## src/rtl/div_seq_pkg.sv

```systemverilog
// div_seq_pkg -- shared definitions for the sequential integer divider.
//
// Contents:
//   DIV_ITERS   default number of quotient bits resolved (one per RUN cycle)
//   DIV_CNT_W   width of the iteration counter
//   divState_t  divider FSM encoding (IDLE / RUN / DONE)
package div_seq_pkg;

    localparam int DIV_ITERS = 32;
    localparam int DIV_CNT_W = 6;

    typedef enum logic [1:0] {
        IDLE = 2'd0,
        RUN  = 2'd1,
        DONE = 2'd2
    } divState_t;

endpackage

```

## src/rtl/div_seq.sv

```systemverilog
// div_seq -- multi-cycle restoring divider for DIV / DIVU.
//
// Ports:
//   clk         rising-edge clock
//   rst         asynchronous active-low reset
//   start       divide request (isdivE qualified by EX not stalled/flushed)
//   signed_div  1 = DIV (signed), 0 = DIVU; sampled with start
//   opa, opb    dividend / divisor; sampled with start
//   cancel      abort the divide in flight (flush / exception)
//   stall       hold the front-end pipeline while the divide is outstanding
//   ready       one-cycle pulse in the cycle hi/lo first show a new result
//   hi, lo      remainder / quotient, held until the next result
//   dbgState    current FSM state, for observation only
//
// Handshake: a request is accepted in the cycle start=1, cancel=0 and the
// FSM is IDLE; start at any other time is dropped, never queued. There is
// no back-pressure on the result side: ready is a single-cycle pulse and the
// consumer must capture hi/lo then (they stay stable until the next pulse).
module div_seq
    import div_seq_pkg::*;
#(
    parameter int WIDTH = 32,
    parameter int ITERS = DIV_ITERS
) (
    input  logic             clk,
    input  logic             rst,
    input  logic             start,
    input  logic             signed_div,
    input  logic [WIDTH-1:0] opa,
    input  logic [WIDTH-1:0] opb,
    input  logic             cancel,
    output logic             stall,
    output logic             ready,
    output logic [WIDTH-1:0] hi,
    output logic [WIDTH-1:0] lo,
    output divState_t        dbgState
);

    divState_t state;
    divState_t stateNext;

    logic [DIV_CNT_W-1:0] cnt;
    logic [WIDTH-1:0]     quot;   // dividend shifts out the top, quotient bits in at the bottom
    logic [WIDTH-1:0]     rem;    // partial remainder
    logic [WIDTH:0]       dvsr;   // divisor magnitude
    logic                 negQ;
    logic                 negR;

    logic             accept;
    logic             divByZero;
    logic             lastIter;
    logic [WIDTH:0]   aExt;
    logic [WIDTH:0]   bExt;
    logic [WIDTH:0]   magA;
    logic [WIDTH:0]   magB;
    logic [WIDTH:0]   remShift;
    logic [WIDTH:0]   diff;
    logic [WIDTH-1:0] qNext;
    logic [WIDTH-1:0] rNext;

    assign dbgState  = state;
    assign divByZero = (opb == '0);
    assign accept    = (state == IDLE) && start && !cancel;
    assign lastIter  = (cnt == DIV_CNT_W'(ITERS - 1));

    // Operand magnitudes. Working in WIDTH+1 bits keeps the most negative
    // value's absolute value representable without a special case.
    always_comb begin
        aExt = {signed_div & opa[WIDTH-1], opa};
        bExt = {signed_div & opb[WIDTH-1], opb};
        magA = aExt[WIDTH] ? (~aExt + (WIDTH+1)'(1)) : aExt;
        magB = bExt[WIDTH] ? (~bExt + (WIDTH+1)'(1)) : bExt;
    end

    // One restoring step: shift in the next dividend bit, trial-subtract the
    // divisor, keep the difference only if it did not go negative.
    always_comb begin
        remShift = {rem, quot[WIDTH-1]};
        diff     = remShift - dvsr;
        if (!diff[WIDTH]) begin
            rNext = diff[WIDTH-1:0];
            qNext = {quot[WIDTH-2:0], 1'b1};
        end else begin
            rNext = remShift[WIDTH-1:0];
            qNext = {quot[WIDTH-2:0], 1'b0};
        end
    end

    // Next-state and control outputs.
    always_comb begin
        stateNext = state;
        stall     = 1'b0;
        ready     = 1'b0;
        case (state)
            IDLE: begin
                if (start && !cancel) begin
                    stall     = 1'b1;
                    stateNext = divByZero ? DONE : RUN;
                end
            end
            RUN: begin
                stall = 1'b1;
                if (cancel) begin
                    stateNext = IDLE;
                end else if (lastIter) begin
                    stateNext = DONE;
                end
            end
            DONE: begin
                ready     = 1'b1;
                stateNext = IDLE;
            end
            default: stateNext = IDLE;
        endcase
    end

    always_ff @(posedge clk or negedge rst) begin
        if (!rst) begin
            state <= IDLE;
        end else begin
            state <= stateNext;
        end
    end

    // Datapath. hi/lo are written only on the edge that enters DONE, so they
    // are valid for the whole DONE cycle and untouched by RUN or a cancel.
    always_ff @(posedge clk or negedge rst) begin
        if (!rst) begin
            cnt  <= '0;
            quot <= '0;
            rem  <= '0;
            dvsr <= '0;
            negQ <= 1'b0;
            negR <= 1'b0;
            hi   <= '0;
            lo   <= '0;
        end else if (accept) begin
            cnt  <= '0;
            quot <= magA[WIDTH-1:0];
            // The magnitude's top bit is always zero; seeding the partial
            // remainder with it keeps the full WIDTH+1-bit dividend in play.
            rem  <= {{(WIDTH-1){1'b0}}, magA[WIDTH]};
            dvsr <= magB;
            negQ <= signed_div & (opa[WIDTH-1] ^ opb[WIDTH-1]);
            negR <= signed_div & opa[WIDTH-1];
            if (divByZero) begin
                hi <= opa;
                lo <= '1;
            end
        end else if (state == RUN && !cancel) begin
            cnt  <= cnt + DIV_CNT_W'(1);
            quot <= qNext;
            rem  <= rNext;
            if (lastIter) begin
                hi <= negR ? -rNext : rNext;
                lo <= negQ ? -qNext : qNext;
            end
        end
    end

endmodule

```

## config.mk

```make
export PLATFORM = sky130hd
export DESIGN_NAME = div_seq
export DESIGN_NICKNAME = d
export VERILOG_FILES = /design/src/rtl/div_seq_pkg.sv /design/src/rtl/div_seq.sv
export SDC_FILE = /design/constraint.sdc
export NUM_CORES = 1
export LEC_CHECK = 0
export CORE_MARGIN = 2
export CORE_UTILIZATION = 50
export CTS_CLUSTER_DIAMETER = 120
export CTS_CLUSTER_SIZE = 14
export DETAILED_ROUTE_END_ITERATION = 10
export PLACE_DENSITY_LB_ADDON = 0.05
export SYNTH_ARGS = -nofsm -noshare
export SYNTH_HDL_FRONTEND = slang
export SYNTH_SLANG_ARGS = --single-unit
```

## constraint.sdc

```tcl
create_clock -name clk -period 5.75 [get_ports clk]
set_input_delay 0.8625 -clock clk [delete_from_list [all_inputs] [get_ports clk]]
set_output_delay 0.8625 -clock clk [all_outputs]
set_load 0.005 [all_outputs]
```

Word-level counts from Yosys, hierarchy flattened
Index checks and enable logic that the tools add are counted.
- $add $sub $neg: 6
- eq/ne operators: 6
- muxes and demuxes: 28
- bitwise operators: 6
- reductions and logical operators: 11
- operator list (cell ; number):
    32-bit two-way mux ; 15
    33-bit by 1-bit adder with 33-bit output (second input constant) ; 2
    33-bit two-way mux ; 2
    33-bit inverter ; 2
    32-bit negator ; 2
    33-bit subtractor ; 1
    32-bit logical NOT ; 1
    6-bit two-way mux ; 2
    2-bit two-way mux ; 4
    6-bit by 1-bit adder with 6-bit output (second input constant) ; 1
    6-bit by 5-bit equality test with 1-bit output (second input constant) ; 1
    1-bit logical AND ; 4
    2-bit by 1-bit inequality test with 1-bit output (second input constant) ; 2
    2-bit case mux with 2 select lines ; 1
    2-bit nonzero test ; 2
    1-bit bitwise AND ; 3
    1-bit two-way mux ; 3
    3-bit inequality test (second input constant) ; 1
    3-bit AND reduction ; 1
    2-bit by 1-bit equality test with 1-bit output (second input constant) ; 1
    2-bit equality test (second input constant) ; 1
    2-bit logical NOT ; 1
    1-bit case mux with 2 select lines ; 1
    2-bit AND reduction ; 1
    2 further kinds ; 2
- bits in registers: 171
- input bits: 69
- output and inout bits: 68
- logic and storage cells: 66

Depth between registers and ports, before layout
Gate-level depths: netlist of the first run.
- depth in word-level cells: 7
- mapped depth: 23
- depth with buffers taken out: 21

Least setup slack after synthesis of the first run
OpenSTA, ideal clock, no wires.
- kind: register to register
- from: register quot[31]
- to: register hi[26]
- setup time: 0.137 ns
- arrival: 4.617 ns
- data required time: 5.613 ns
- slack: 0.996 ns
- stages on the path, launching flop included: 24
- clock period less this slack: 4.754 ns
- path through: dfrtp_1 -> inv_1 -> ha_1 -> inv_1 -> fa_1 -> a211oi_2 -> o31ai_2 -> o21bai_1 -> a31oi_1 -> or3_4 -> nand2_8 -> buf_2 -> clkbuf_1 -> nand2_1 -> o21ai_0 -> ha_1 -> nand4b_1 -> nor3_1 -> mux2i_1 -> nor3_2 -> nand4_4 -> o41ai_2 -> xnor2_1 -> a21oi_1
- cells in the longest elaborated chain, start to end: 7
- RTL lines (what ; line ; text):
    start: declaration ; div_seq.sv:43 ; logic [WIDTH-1:0] quot;
    start signal: assignment ; div_seq.sv:139 ; quot <= magA[WIDTH-1:0];
    start signal: assignment ; div_seq.sv:152 ; quot <= qNext;
    33-bit subtractor ; div_seq.sv:79 ; diff = remShift - dvsr;
    32-bit two-way mux * ; div_seq.sv:80 ; if (!diff[WIDTH]) begin
    32-bit negator ; div_seq.sv:155 ; hi <= negR ? -rNext : rNext;
    32-bit two-way mux * ; div_seq.sv:155 ;
    32-bit two-way mux * ; div_seq.sv:154 ; if (lastIter) begin
    32-bit two-way mux * ; div_seq.sv:150 ; end else if (state == RUN && !cancel) begin
    32-bit two-way mux * ; div_seq.sv:137 ; end else if (accept) begin
    end signal: assignment ; div_seq.sv:147 ; hi <= opa;
    end signal: assignment ; div_seq.sv:155 ;
    end: declaration ; div_seq.sv:34 ; output logic [WIDTH-1:0] hi,
Mark *: on every way between the ends. The rest lies on a longest branch, timed or not. The select of a mux whose other input is x is not followed.
A chain may end at the register's enable or synchronous reset.

Worst setup path in the final report of the first run
Ends and elaborated chain as after synthesis.

==> metrics.log, run 1 <==
[metrics] Total Power: 7910 uW
[metrics] Setup Buffers After CTS: 0
[metrics] initial cell density of the core: 51.3%
[metrics] Antenna Violating Nets Remaining: 0
[metrics] fmax: 198 MHz
[metrics] Nets: 1622
[metrics] quantity of hold-fixing buffers added after cts: 0
[metrics] initial antenna violation count: 1
[metrics] unrepaired setup endpoints after global routing: no
[metrics] Total Die Area: 24700 um2
[metrics] worst min-delay path class: input port to asynchronous set/reset pin
[metrics] Warnings, synthesis: 0
[metrics] Total Routed Length: 31600 um
[metrics] Startpoint Class: flop
[metrics] fraction of layout cells with a size suffix above 1: 4.97%
[metrics] number of distinct library cells after synthesis: 76
[metrics] headroom to the max-slew limit: 26.9%
[metrics] Final Hold Viols: 0
[metrics] clk slew on worst S/H paths: 0.07 ns
[metrics] worst-case setup slack after placement: 0.751 ns
[metrics] share of the clock period used by the worst path: 88.0%
[metrics] cell types with the highest counts after synthesis: 186 x nand2_1, 171 x dfrtp_1, 153 x o21ai_0
[metrics] number of DRC violations after detailed routing: 0
[metrics] wire length of the first global-routing pass: 51400 um
[metrics] count of pins over their slew limit: 0
[metrics] maximum number of pins on one net before global-route repair: 89
[metrics] final clock skew: 0.0105 ns
[metrics] required time reported for the critical path endpoint: 6.05 ns
[metrics] top post-synthesis cells by area: dfrtp_1 37%, o21ai_0 6.5%, xor2_1 6.4%
[metrics] total of flip-flops plus latches after synthesis: 171
[metrics] total gr overflow: 0
[metrics] worst reg2reg endpoint: hi[26]
[metrics] total of buffers placed on input and output ports: 136
[metrics] core outline area: 22800 um2
[metrics] Post-synth EDFFs: 0
[metrics] clock root cell: clkbuf_16
[metrics] max-cap viol count: 0
[metrics] post-synthesis average cell area: 8.25 um2
[metrics] endpoint arrival time on the critical path: 5.36 ns
[metrics] clock latency on the worst-skew pair: 0.44 ns
[metrics] average wire length per cell after detail routing: 17.1 um
[metrics] largest fanout on the critical path: 45
[metrics] VDD IR max: 0.275 mV
[metrics] detailed-route via count: 10400
[metrics] cell area after synthesis: 11700 um2
[metrics] worst hold slack across all endpoints: 0.471 ns
[metrics] source of the worst register-to-register timing path: quot[31]
[metrics] chip height: 157 um
[metrics] async set-reset flop share out of synthesis: 100%
[metrics] outcome: finished, final reports clean
[metrics] net count of the mapped netlist: 1527
[metrics] leading area contributor after synthesis: dfrtp_1
[metrics] Worst-Margin Slew: 1.10 ns
[metrics] via count of the first global-routing pass: 9672
[metrics] commonest register cell after synthesis: dfrtp_1
[metrics] share of synthesized area occupied by flip-flops and latches: 36.5%
[metrics] Layout Area Growth over Synthesis: 18.8%
[metrics] Detailed Routing Iterations Pass 1: 5
[metrics] number of rows in the core area: 55
[metrics] number of violations reported at the end of detailed-routing iteration 0: 710
[metrics] final number of setup-violating endpoints: 0
[metrics] r2r worst-path depth: 21
[metrics] synthesized instance count: 1420
[metrics] deepest level of the CTS H-tree: 4
[metrics] final total negative setup slack: 0 ns
[metrics] CTS-repair resized insts: 0
[metrics] total CTS buffers: 17
[metrics] worst setup path class: flop to flop
[metrics] leakage power: 0.00585 uW
[metrics] maximum clock path buffer count: 2
[metrics] number of top-level pins: 137
[metrics] half-perimeter wire length of the detailed placement result: 23500 um
[metrics] via count normalized by instance count: 5.67
[metrics] setup slack, reg-to-reg: 0.69 ns
[metrics] TritonCTS clock tree: yes
[metrics] CP Capture Type: flop
[metrics] Die Span X: 157 um
[metrics] pwr/cell area: 568 nW/um2
[metrics] Global Route Usage Sum: 26.2%
[metrics] share of the synthesized area in the top cell type: 36.5%
[metrics] clock period minus worst slack: 5.06 ns
[metrics] most numerous cell in the Yosys netlist: nand2_1
[metrics] worst setup margin: 0.690 ns
[metrics] number of fill cells: 2106
[metrics] TritonCTS Sinks: 171
[metrics] gp weighted congestion: 0.875
==> worst max path at each step <==
stage,start,end,depth (start not counted)
final,quot[31],hi[26],21
after global routing,quot[31],hi[26],20
after CTS,quot[31],hi[26],21
after detailed placement,quot[31],hi[26],21
after global placement,quot[31],hi[26],21
after floorplan,quot[31],hi[26],23
==> cells in the final DEF (no fill, tap or decap), drive strengths merged, types with 4 or more instances in the layout <==
master         instances
nand2                187
dfrtp                171
o21ai                163
clkdlybuf4s50        135
nor2                 125
a21oi                121
xor2                  86
xnor2                 62
inv                   58
ha                    37
a31oi                 32
nor3                  27
o31ai                 26
mux2i                 24
or3                   24
a22oi                 19
clkbuf                17
and3                  16
a21o                  15
buf                   15
nand3                 14
o41ai                 14
nand4                 13
or4                   12
a211oi                12
nand2b                10
nor4                   9
and2                   8
o21a                   6
o211ai                 5
a22o                   5
o22ai                  5
o21bai                 4
nor2b                  4
==> where the power goes <==
part	leakage [uW]	internal, uW	switching, uW	total (uW)
clock network	0.000289	622	564	1190
logic	0.00344	2000	2650	4640
registers	0.00212	1640	438	2080
==> kinds of logic after synthesis <==
group / share of synthesized area, %
multiplexers: 2.25
AND/OR/NAND/NOR: 18.5
buffers and inverters: 4.02
flip-flops: 36.5
AO/OA/AOI/OAI: 23.5
adder cells (fa/ha/maj): 4.12
XOR/XNOR: 11.1
==> routing by layer <==
metal,vias to the layer above,global-route usage [%],share of wire [%]
li1,5269,-,-
met1,4894,37.7,48
met2,249,42.5,46
met3,29,2.67,4.0
met4,0,6.32,1.3
met5,-,0,0
==> cell type report <==
class / instances / area, um2 / share of cell area (%)
multi-input combinational: 1126 / 6990 / 50.3
sequential: 171 / 4280 / 30.8
timing repair buffer: 150 / 1470 / 10.5
clock buffer: 17 / 425 / 3.06
tap: 313 / 392 / 2.81
inverter: 49 / 186 / 1.34
clock inverter: 15 / 169 / 1.21
antenna: 1 / 2.50 / 0.0180
==> worst max-delay path, cell delays in order, from the launching register on <==
cell	delay, ns
dfrtp_1	0.41
inv_1	0.07
ha_1	0.16
inv_1	0.07
fa_1	0.41
a211oi_2	0.26
o31ai_2	0.15
o21bai_1	0.23
a31oi_1	0.15
o21ai_2	0.33
nand2_8	0.31
inv_4	0.18
mux2i_1	0.29
ha_1	0.26
nand4b_1	0.14
nor3_1	0.16
mux2i_1	0.17
nor3_2	0.33
nand4_4	0.19
o41ai_2	0.37
xnor2_1	0.16
a21oi_1	0.09
==> through the flow <==
step           utilization, %  cell area (um2)  cells
3_5_place_dp             58.3            13300   1809
5_1_grt                  60.9            13900   1841
3_3_place_gp             58.3            13300   1809
6_report                 60.9            13900   1842
4_1_cts                  60.9            13900   1841
2_1_floorplan               -            11700   1420
==> registers in the layout (all words and copies together), names as in the netlist <==
register / flops
hi: 32
dvsr: 33
cnt: 6
negQ: 1
dbgState: 2
quot: 32
negR: 1
rem: 32
lo: 32
Note: power is estimated with default switching activity, not from simulation.
==> run 2, diff against run 1 <==
MAX_ROUTING_LAYER = met4   (was default)
SKIP_LAST_GASP = 1   (was default)
==> run 2 against run 1 <==
Net effect: die area unchanged; cell count about the same; design area about the same; worst setup slack got worse by 0.076 ns; maximum frequency decreased by 1.5%; largest cell class unchanged; largest power group unchanged; highest routed layer unchanged.
==> metrics.log, run 2 (synthesized netlist as in run 1, its figures left out) <==
[metrics] outcome: finished, final reports clean
[metrics] Total Die Area: 24700 um2
[metrics] Setup Buffers After CTS: 0
[metrics] number of violations reported at the end of detailed-routing iteration 0: 649
[metrics] final clock skew: 0.0122 ns
[metrics] clock period minus worst slack: 5.14 ns
[metrics] VDD IR max: 0.333 mV
[metrics] number of top-level pins: 137
[metrics] number of rows in the core area: 55
[metrics] pwr/cell area: 567 nW/um2
[metrics] most common cell after layout, fill and taps aside: nand2_1
[metrics] Worst-Margin Slew: 1.12 ns
[metrics] clock root cell: clkbuf_16
[metrics] half-perimeter wire length of the detailed placement result: 23700 um
[metrics] worst min-delay path class: input port to asynchronous set/reset pin
[metrics] CP Capture Type: flop
[metrics] TritonCTS Sinks: 171
[metrics] endpoint arrival time on the critical path: 5.43 ns
[metrics] antenna cells: 0
[metrics] multi-input combinational cell area: 6990 um2
[metrics] initial antenna violation count: 0
[metrics] share of the core filled with cells in the final layout: 60.9%
[metrics] Antenna Violating Nets Remaining: 0
[metrics] Layout Area Growth over Synthesis: 18.8%
[metrics] CTS-repair resized insts: 0
[metrics] worst setup path class: flop to flop
[metrics] total gr overflow: 0
[metrics] Final Hold Viols: 0
[metrics] final total negative setup slack: 0 ns
[metrics] clk slew on worst S/H paths: 0.07 ns
[metrics] number of flip-flops in the largest register: 33
[metrics] leakage power: 0.00584 uW
[metrics] via count of the first global-routing pass: 9908
[metrics] commonest cells after routing, fill and taps aside: 185 x nand2_1, 171 x dfrtp_1, 152 x o21ai_0
[metrics] average wire length per cell after detail routing: 17.3 um
[metrics] count of pins over their slew limit: 0
[metrics] gp weighted congestion: 0.869
[metrics] largest register by flop count: dvsr
[metrics] final number of setup-violating endpoints: 0
[metrics] fmax: 195 MHz
[metrics] share of the clock period used by the worst path: 89.3%
[metrics] deepest level of the CTS H-tree: 4
[metrics] wire length of the first global-routing pass: 52500 um
[metrics] chip height: 157 um
[metrics] total of buffers placed on input and output ports: 136
[metrics] largest fanout on the critical path: 45
[metrics] fraction of layout cells with a size suffix above 1: 4.97%
[metrics] max-cap viol count: 0
[metrics] area taken by flip-flops and latches: 4280 um2
[metrics] number of DRC violations after detailed routing: 0
[metrics] via count normalized by instance count: 5.68
[metrics] clock latency on the worst-skew pair: 0.44 ns
[metrics] total CTS buffers: 17
[metrics] number of fill cells: 2085
[metrics] setup slack, reg-to-reg: 0.61 ns
[metrics] Nets: 1622
[metrics] quantity of hold-fixing buffers added after cts: 0
[metrics] headroom to the max-slew limit: 25.1%
[metrics] worst setup margin: 0.614 ns
[metrics] required time reported for the critical path endpoint: 6.04 ns
[metrics] TritonCTS clock tree: yes
[metrics] maximum number of pins on one net before global-route repair: 74
[metrics] unrepaired setup endpoints after global routing: no
[metrics] Die Span X: 157 um
[metrics] Detailed Routing Iterations Pass 1: 5
[metrics] worst-case setup slack after placement: 0.683 ns
[metrics] maximum clock path buffer count: 2
[metrics] detailed-route via count: 10500
[metrics] Global Route Usage Sum: 27.5%
[metrics] core outline area: 22800 um2
[metrics] Total Routed Length: 31900 um
[metrics] Startpoint Class: flop
[metrics] initial cell density of the core: 51.3%
==> run 2: changes by cell type in the layout (fill, tap and decap cells not counted) <==
cell,before,now
inv_6,3,2
clkinv_4,1,3
diode_2,1,0
inv_8,6,4
clkinvlp_4,2,3
==> run 2: path summary, 6_finish.rpt <==
| path | to | start | depth (start not counted) |
|---|---|---|---|
| max | hi[26] | quot[31] | 20 |
| max reg2reg | hi[26] | quot[31] | 20 |
| min reg2reg | dvsr[17] | dvsr[17] | 2 |
| min in group clk | dvsr[17] | dvsr[17] | 2 |
| min | cnt[3] | rst | 1 |
| max in group asynchronous | rem[24] | rst | 2 |
==> run 2: power by group <==
part           internal [uW]  switching, uW  total (uW)
Clock                    616            553        1170
Combinational           2000           2660        4650
Sequential              1640            426        2070
==> run 2: worst max-delay path, stage by stage (launching register included) <==
cell and delay (ns):
dfrtp_1 0.42, inv_1 0.07, ha_1 0.17, inv_1 0.08, fa_1 0.41, a211oi_2 0.26, o31ai_2 0.15, o21bai_1 0.23
a31oi_1 0.15, o21ai_2 0.34, nand2_8 0.31, o21ai_0 0.49, ha_1 0.29, nand4b_1 0.13, nor3_1 0.15, mux2i_1 0.16
nor3_2 0.34, nand4_4 0.19, o41ai_2 0.38, xnor2_1 0.17, a21oi_1 0.10
==> run 2: layout make-up <==
cell class	count	share of cell area [%]
Sequential cell	171	30.8
Clock inverter	15	1.17
Clock buffer	17	3.06
Inverter	49	1.34
Multi-Input combinational cell	1126	50.3
Timing Repair Buffer	150	10.6
Tap cell	313	2.82
==> run 2: routing by layer <==
metal	wire length [um]	track usage, %
met5	0	-
met4	554	7.32
met3	1290	3.30
met2	14800	43.6
met1	15200	37.7
==> run 2: stage by stage <==
step	hold slack [ns]	power [uW]	std cells	cell area (um2)
floorplan	0.450	5260	1420	11700
global placement	0.463	6650	1809	13300
detailed placement	0.470	6700	1809	13300
CTS	0.444	7880	1841	13900
global route	0.461	8540	1841	13900
finish	0.413	7890	1841	13900
